### config.mk
export PLATFORM = sky130hd
export DESIGN_NAME = cla_sub_seq
export DESIGN_NICKNAME = d
export VERILOG_FILES = /design/src/rtl/cla_sub_seq_pkg.sv /design/src/rtl/lookahead_sub4.sv /design/src/rtl/cla_sub_seq.sv
export SDC_FILE = /design/constraint.sdc
export NUM_CORES = 1
export LEC_CHECK = 0
export ABC_AREA = 1
export BUFFER_PORTS_ARGS = -buffer_cell sky130_fd_sc_hd__buf_2
export CAP_MARGIN = 25
export CORE_MARGIN = 2
export CORE_UTILIZATION = 58
export DETAILED_ROUTE_END_ITERATION = 10
export PLACE_DENSITY = 0.84
export SLEW_MARGIN = 10
export SYNTH_ARGS = -nofsm -noshare
export SYNTH_HDL_FRONTEND = slang
export SYNTH_SLANG_ARGS = --single-unit
### constraint.sdc
create_clock -name clk -period 3.6 [get_ports clk]
set_input_delay 0.18 -clock clk [delete_from_list [all_inputs] [get_ports clk]]
set_output_delay 0.18 -clock clk [all_outputs]
set_load 0.05 [all_outputs]
### src/rtl/cla_sub_seq_pkg.sv
// Shared definitions for the nibble-serial borrow-lookahead subtractor.
package cla_sub_seq_pkg;

    // Controller states
    typedef enum logic [1:0] {
        IDLE = 2'd0,
        BUSY = 2'd1,
        DONE = 2'd2
    } state_t;

    // Bits processed per BUSY cycle
    localparam int NIBBLE = 4;

    // Default operand width
    localparam int DEF_WIDTH = 16;

endpackage

### src/rtl/lookahead_sub4.sv
// 4-bit subtractor slice with fully expanded borrow lookahead (no ripple chain).
module lookahead_sub4 (
    input  logic [3:0] a,
    input  logic [3:0] b,
    input  logic       bin,
    output logic [3:0] d,
    output logic       bout
);

    logic [3:0] g;
    logic [3:0] p;
    logic [4:0] c;

    // Generate/propagate terms and flattened borrow equations for every bit
    always_comb begin
        g = ~a & b;
        p = ~(a ^ b);
        c[0] = bin;
        c[1] = g[0] | (p[0] & bin);
        c[2] = g[1] | (p[1] & g[0]) | (p[1] & p[0] & bin);
        c[3] = g[2] | (p[2] & g[1]) | (p[2] & p[1] & g[0])
             | (p[2] & p[1] & p[0] & bin);
        c[4] = g[3] | (p[3] & g[2]) | (p[3] & p[2] & g[1])
             | (p[3] & p[2] & p[1] & g[0]) | (p[3] & p[2] & p[1] & p[0] & bin);
        d    = a ^ b ^ c[3:0];
        bout = c[4];
    end

endmodule

### src/rtl/cla_sub_seq.sv
// Sequential subtractor: computes A - B - Bin one nibble per cycle (LSB first),
// chaining the registered borrow between nibbles, with a valid/ready handshake.
module cla_sub_seq
    import cla_sub_seq_pkg::*;
#(
    parameter int WIDTH = DEF_WIDTH
) (
    input  logic             clk,
    input  logic             rst_n,
    input  logic             in_valid,
    output logic             in_ready,
    input  logic [WIDTH-1:0] A,
    input  logic [WIDTH-1:0] B,
    input  logic             Bin,
    output logic             out_valid,
    input  logic             out_ready,
    output logic [WIDTH-1:0] Diff,
    output logic             Bout,
    output logic             Ovf
);

    localparam int NIB_N = WIDTH / NIBBLE;
    localparam int IDX_W = (NIB_N > 1) ? $clog2(NIB_N) : 1;
    localparam logic [IDX_W-1:0] IDX_LAST = IDX_W'(NIB_N - 1);

    state_t           state;
    logic [WIDTH-1:0] a_q;
    logic [WIDTH-1:0] b_q;
    logic             brw_q;
    logic [IDX_W-1:0] idx;

    logic [NIBBLE-1:0] nib_a;
    logic [NIBBLE-1:0] nib_b;
    logic [NIBBLE-1:0] nib_d;
    logic              nib_bout;

    // Select the operand nibbles addressed by the current index
    always_comb begin
        nib_a = '0;
        nib_b = '0;
        for (int i = 0; i < NIB_N; i++) begin
            if (idx == IDX_W'(i)) begin
                nib_a = a_q[i*NIBBLE +: NIBBLE];
                nib_b = b_q[i*NIBBLE +: NIBBLE];
            end
        end
    end

    lookahead_sub4 u_sub4 (
        .a    (nib_a),
        .b    (nib_b),
        .bin  (brw_q),
        .d    (nib_d),
        .bout (nib_bout)
    );

    // Controller, operand capture, nibble accumulation and registered flags
    always_ff @(posedge clk or negedge rst_n) begin
        if (!rst_n) begin
            state     <= IDLE;
            in_ready  <= 1'b1;
            out_valid <= 1'b0;
            a_q       <= '0;
            b_q       <= '0;
            brw_q     <= 1'b0;
            idx       <= '0;
            Diff      <= '0;
            Bout      <= 1'b0;
            Ovf       <= 1'b0;
        end else begin
            case (state)
                IDLE: begin
                    if (in_valid) begin
                        a_q      <= A;
                        b_q      <= B;
                        brw_q    <= Bin;
                        idx      <= '0;
                        state    <= BUSY;
                        in_ready <= 1'b0;
                    end
                end
                BUSY: begin
                    for (int i = 0; i < NIB_N; i++) begin
                        if (idx == IDX_W'(i)) begin
                            Diff[i*NIBBLE +: NIBBLE] <= nib_d;
                        end
                    end
                    brw_q <= nib_bout;
                    if (idx == IDX_LAST) begin
                        // Top nibble just produced: its MSB is the result sign
                        state     <= DONE;
                        out_valid <= 1'b1;
                        Bout      <= nib_bout;
                        Ovf       <= (a_q[WIDTH-1] ^ b_q[WIDTH-1])
                                   & (nib_d[NIBBLE-1] ^ a_q[WIDTH-1]);
                    end else begin
                        idx <= idx + 1'b1;
                    end
                end
                DONE: begin
                    if (out_ready) begin
                        state     <= IDLE;
                        out_valid <= 1'b0;
                        in_ready  <= 1'b1;
                    end
                end
                default: begin
                    state     <= IDLE;
                    out_valid <= 1'b0;
                    in_ready  <= 1'b1;
                end
            endcase
        end
    end

endmodule
# ---- Word level (Yosys, flattened, before mapping)
# Index checks and enable logic that the tools add are counted.
dict set report totals {
  regBits 57
  in_bits 37
  output_inout_bits 20
  elab_cells 95
}
dict set report classes {
  n_addsub 1
  eq_ne 9
  muxes 23
  bitwise_logic 36
  n_reduce_logical 13
}
# op count
set op_table {}
lappend op_table {{4-bit two-way mux} 8}
lappend op_table {{1-bit bitwise AND} 17}
lappend op_table {{2-bit AND reduction} 6}
lappend op_table {{3-bit AND reduction} 4}
lappend op_table {{2-bit two-way mux} 5}
lappend op_table {{1-bit OR} 10}
lappend op_table {{2-bit inequality test (second input constant)} 4}
lappend op_table {{4-bit NOT} 2}
lappend op_table {{4-bit XOR} 2}
lappend op_table {{2-bit equality test (second input constant)} 3}
lappend op_table {{1-bit one-hot mux with 3 select lines} 2}
lappend op_table {{2-bit one-hot mux with 3 select lines} 1}
lappend op_table {{1-bit two-way mux} 5}
lappend op_table {{4-bit bitwise AND} 1}
lappend op_table {{2-bit by 1-bit equality test with 1-bit output (second input constant)} 2}
lappend op_table {{2-bit zero test} 2}
lappend op_table {{2-bit one-hot mux with 2 select lines} 1}
lappend op_table {{2-bit by 1-bit adder with 2-bit output (second input constant)} 1}
lappend op_table {{1-bit NOT} 2}
lappend op_table {{1-bit one-hot mux with 2 select lines} 1}
lappend op_table {{2-bit nonzero test} 1}
lappend op_table {{1-bit XOR} 2}

# ---- Longest topological paths before layout
dict set report logic_depth {
  ltp_word 14
  ltp_mapped 18
  depth_no_buf 17
}

# ---- Cells and area by module
# From an unflattened synthesis, not the netlist that was laid out.
dict set report hier_totals {
  hier_cells 357
  area_unflattened_um2 2829.0
}
# mod n_inst cells_per_inst area_each_um2 seq_area_each_um2
set modules_own_cells {}
lappend modules_own_cells {cla_sub_seq 1 318 2578.7 1427.6}
lappend modules_own_cells {lookahead_sub4 1 39 250.2 0.0}

# ---- Worst setup path before layout
# Ideal clock, no wire load.
dict set report synth_path {
  path_type {flip-flop to flip-flop}
  startpoint {register idx[0]}
  endpoint {register Ovf}
  setup_time_ns 0.118
  arrival_ns 2.105
  required_time_ns 3.482
  slack_ns 1.377
  stages_incl_launch_ff 17
  n_path_buf 1
  period_less_slack_ns 2.223
  cell_sequence {dfrtp_1 > inv_1 > ha_1 > buf_2 > nand2_1 > o21ai_0 > nand2_1 > nand2_1 > o21ai_0 > ha_1 > or2_0 > nand2_1 > nand3_1 > nand3_1 > nand2_1 > nand2_1 > nand2_1}
}
dict set report synth_via {
  elab_chain_cells 14
  elab_cells_between_ends 28
  classes_between {eq/ne (3); mux (8); bitwise (15); reduce/logical (2)}
}
# item line
set synth_rtl {}
lappend synth_rtl {{from (decl)} cla_sub_seq.sv:30} ;# logic [IDX_W-1:0] idx;
lappend synth_rtl {{from (signal assigned)} cla_sub_seq.sv:97} ;# idx <= idx + 1'b1;
lappend synth_rtl {{2-bit zero test} cla_sub_seq.sv:42} ;# if (idx == IDX_W'(i)) begin
lappend synth_rtl {{4-bit two-way mux (4 in series)} cla_sub_seq.sv:42}
lappend synth_rtl {{4-bit XOR or 4-bit NOT (tied branches)} {lookahead_sub4.sv:17, lookahead_sub4.sv:25, lookahead_sub4.sv:16}}
lappend synth_rtl {{4-bit NOT or 4-bit bitwise AND (tied branches)} {lookahead_sub4.sv:17, lookahead_sub4.sv:16}}
lappend synth_rtl {{1-bit bitwise AND (on tied branches)} {lookahead_sub4.sv:21, lookahead_sub4.sv:22}}
lappend synth_rtl {{1-bit OR, or another cell as far along} lookahead_sub4.sv:21} ;# c[3] = g[2] | (p[2] & g[1]) | (p[2] & p[1] & g[0])
lappend synth_rtl {{1-bit OR or 1-bit bitwise AND (tied branches)} {lookahead_sub4.sv:21, lookahead_sub4.sv:22}}
lappend synth_rtl {{1-bit OR} lookahead_sub4.sv:22} ;# | (p[2] & p[1] & p[0] & bin);
lappend synth_rtl {{4-bit XOR} lookahead_sub4.sv:25} ;# d = a ^ b ^ c[3:0];
lappend synth_rtl {{1-bit XOR} cla_sub_seq.sv:95} ;# & (nib_d[NIBBLE-1] ^ a_q[WIDTH-1]);
lappend synth_rtl {{1-bit bitwise AND} cla_sub_seq.sv:95}
lappend synth_rtl {{to (signal assigned)} cla_sub_seq.sv:94} ;# Ovf <= (a_q[WIDTH-1] ^ b_q[WIDTH-1])
lappend synth_rtl {{to (decl)} cla_sub_seq.sv:19} ;# output logic Ovf
# Parallel ways exist; a longest one is shown, timed or not.
# A chain may end at the register's enable or synchronous reset.

# ---- Worst setup path in the final report
dict set report layout_path {
  startpoint {register idx[1]}
  endpoint {register Ovf}
}
# The elaborated chain is that of the path after synthesis.

==> flow_summary.json <==
{
  "most-common-layout-cells": "158 x nand2_1, 56 x dfrtp_1, 56 x buf_2",
  "die_width_um": 71.85,
  "core_region_area_sq_um": 4384,
  "status": "finished clean",
  "grt_pass1_vias": 2210,
  "holdPathEnd": "a_q[7]$_DFFE_PN0P_",
  "r2r-start": "idx[1]$_DFFE_PN0P_",
  "yosysUniqueCellTypes": 25,
  "drc": 0,
  "r2r.worst_path.cells": 15,
  "crit_arrival_ns": 2.79,
  "fmax_ghz": 0.3885,
  "ys_seq_area_share_pct": 53.47,
  "final_common_cell": "nand2_1",
  "finalSetupViolations": 0,
  "finalCritPeriodShare_pct": 71.50,
  "final_nets": 435,
  "slew_viol_final": 0,
  "grt_pass1_wl_um": 9542,
  "drtAntennaViolNets": 0,
  "die_area_sq_um": 5162,
  "final-hold-violation-count": 0,
  "dr_total_vias": 2269,
  "cts_max_path_buffers": 2,
  "yosysWarnings": 0,
  "worstPathMaxFanout": 12,
  "worstSetupStartpointType": "flop",
  "hold_depth": 3,
  "clock-sinks": 57,
  "diodes": 0,
  "synth_area_sq_um": 2670,
  "wl_um": 5468,
  "tightest_slew_ns": 0.5201,
  "root_buffer": "clkbuf_8",
  "numCtsBuffers": 9,
  "start_util_pct": 60.90,
  "synth_seq_cells": 57,
  "wl_per_cell_um": 12.26,
  "grt_max_degree": 45,
  "fin_setup_tns_ns": 0,
  "antenna_found_initial": 0,
  "cts_max_level": 3,
  "min-delay-start": "A[7]",
  "insertion_delay_ns": 0.33,
  "gp_congestion": 0.8741,
  "crit_type": "reg2reg",
  "numPortBuffers": 56,
  "die-height_um": 71.85,
  "rsz0062_at_grt": "no",
  "first_pass_iters": 4,
  "postSynthCellCount": 328,
  "worstHoldPathType": "in2reg",
  "crit-reg2reg-capture": "Ovf$_DFFE_PN0P_",
  "critical_path_required_ns": 3.82,
  "cap_viol_max_count": 0,
  "rrSetupSlack_ns": 1.03,
  "fin_crit_ns": 2.574,
  "worst_setup_path_end_kind": "flop",
  "drt_iter0_drc": 103,
  "cts_tree": "built",
  "viasPerCell": 5.087,
  "clock_skew_ns": 0.006537,
  "grt-ovfl-total": 0,
  "cts.clk_slew.worst_paths_ns": 0.06,
  "maxSlewHeadroom_pct": 65.28,
  "gr-usage-all-layers_pct": 23.81,
  "drive_gt1_share_pct": 22.34,
  "fill_cells": 373,
  "io_pins": 57,
  "syn_avg_cell_area_sq_um": 8.140,
  "cts_setup_buffers": 0,
  "areaGrowthSynthToFinish_pct": 19.78,
  "dp_hpwl_um": 3935,
  "synth_nets": 374,
  "rows": 24
}
## flip-flops by register name, summed over array words and instances, names as in the netlist
register and cells:
state 2, out_valid 1, Bout 1, in_ready 1, a_q 16, Ovf 1, idx 2, b_q 16
Diff 16, brw_q 1
## worst max-delay path: stages, from the launching register on
cell	delay [ns]
dfrtp_1	0.40
inv_1	0.11
ha_1	0.38
inv_1	0.20
nand3_1	0.11
nand2_1	0.06
o21ai_0	0.07
a21oi_1	0.08
ha_1	0.32
or2_0	0.20
nand2_1	0.10
nand3_1	0.16
nand3_1	0.12
nand2_1	0.05
nand2_1	0.05
nand2_1	0.05
## cell usage after synthesis
cell      number  share of area (%)
o31ai_1        1               0.28
inv_4          1               0.23
nand2_1      158                 22
o21ai_1        8                1.5
buf_4          2               0.56
inv_1         11                1.5
nand3_1       15                2.8
nor2_1        11                1.5
dfstp_2        1               0.98
o211ai_1       1               0.28
a211oi_1       1               0.28
xnor2_1        2               0.66
nand2_2        1               0.23
ha_1           8                3.7
nand3b_1       1               0.28
o21ai_0       16                3.0
nand4_1        1               0.23
a21oi_1       12                2.2
dfrtp_1       56                 52
buf_2          8                1.5
nor2_2         3               0.70
nor2_4         2               0.84
or2_0          1               0.23
fa_1           1               0.75
inv_2          6               0.84
## per-stage QoR
step	cell area (sq um)	hold slack [ns]	instances	setup WS (ns)	util [%]
4_1_cts	3168	0.01042	444	1.038	72.26
6_report	3198	0.04057	446	1.026	72.95
5_1_grt	3198	0.03784	446	0.6317	72.95
2_1_floorplan	2670	-0.1156	328	1.377	-
3_5_place_dp	2975	0.3652	428	1.081	67.87
3_3_place_gp	2975	0.3617	428	1.197	67.87
## metal layers
metal	vias up	GRT usage, %	part of all wire (%)
li1	1153	-	-
met1	1035	31.82	46
met2	69	37.76	46
met3	12	4.641	5.7
met4	0	11.11	2.1
met5	-	0	0
## layout make-up
type	count	area, sq um	area share [%]
clock buffer	14	182.7	5.712
clock inverter	2	10.01	0.3130
inverter	18	70.07	2.191
multi-input combinational	243	1117	34.94
sequential	57	1428	44.64
tap	52	65.06	2.034
timing repair buffer	60	325.3	10.17
## timing repair
item                                    in CTS  in global routing
hold endpoints to repair                     0                 11
resized for setup                            0                  0
hold buffers                                 0                  1
endpoints found under the setup margin       0                  0
## worst max-delay path by stage
stage | from | end
floorplan | idx[0]$_DFFE_PN0P_ | Ovf$_DFFE_PN0P_
global placement | idx[1]$_DFFE_PN0P_ | Ovf$_DFFE_PN0P_
detailed placement | idx[1]$_DFFE_PN0P_ | Ovf$_DFFE_PN0P_
CTS | idx[1]$_DFFE_PN0P_ | Ovf$_DFFE_PN0P_
global route | idx[1]$_DFFE_PN0P_ | Ovf$_DFFE_PN0P_
finish | idx[1]$_DFFE_PN0P_ | Ovf$_DFFE_PN0P_
## logic make-up (layout without fill, tap and decap cells)
logic type,after synthesis,in the layout,share of synthesized area (%)
buf+inv,28,94,4.686
fa+ha+maj,9,9,4.499
compound gates,39,39,7.592
simple gates,193,193,29.10
flops,57,57,53.47
xor+xnor,2,2,0.6562
Power is not shown: default switching activity piles up to over one toggle a cycle in this logic, so the estimate is an artifact.
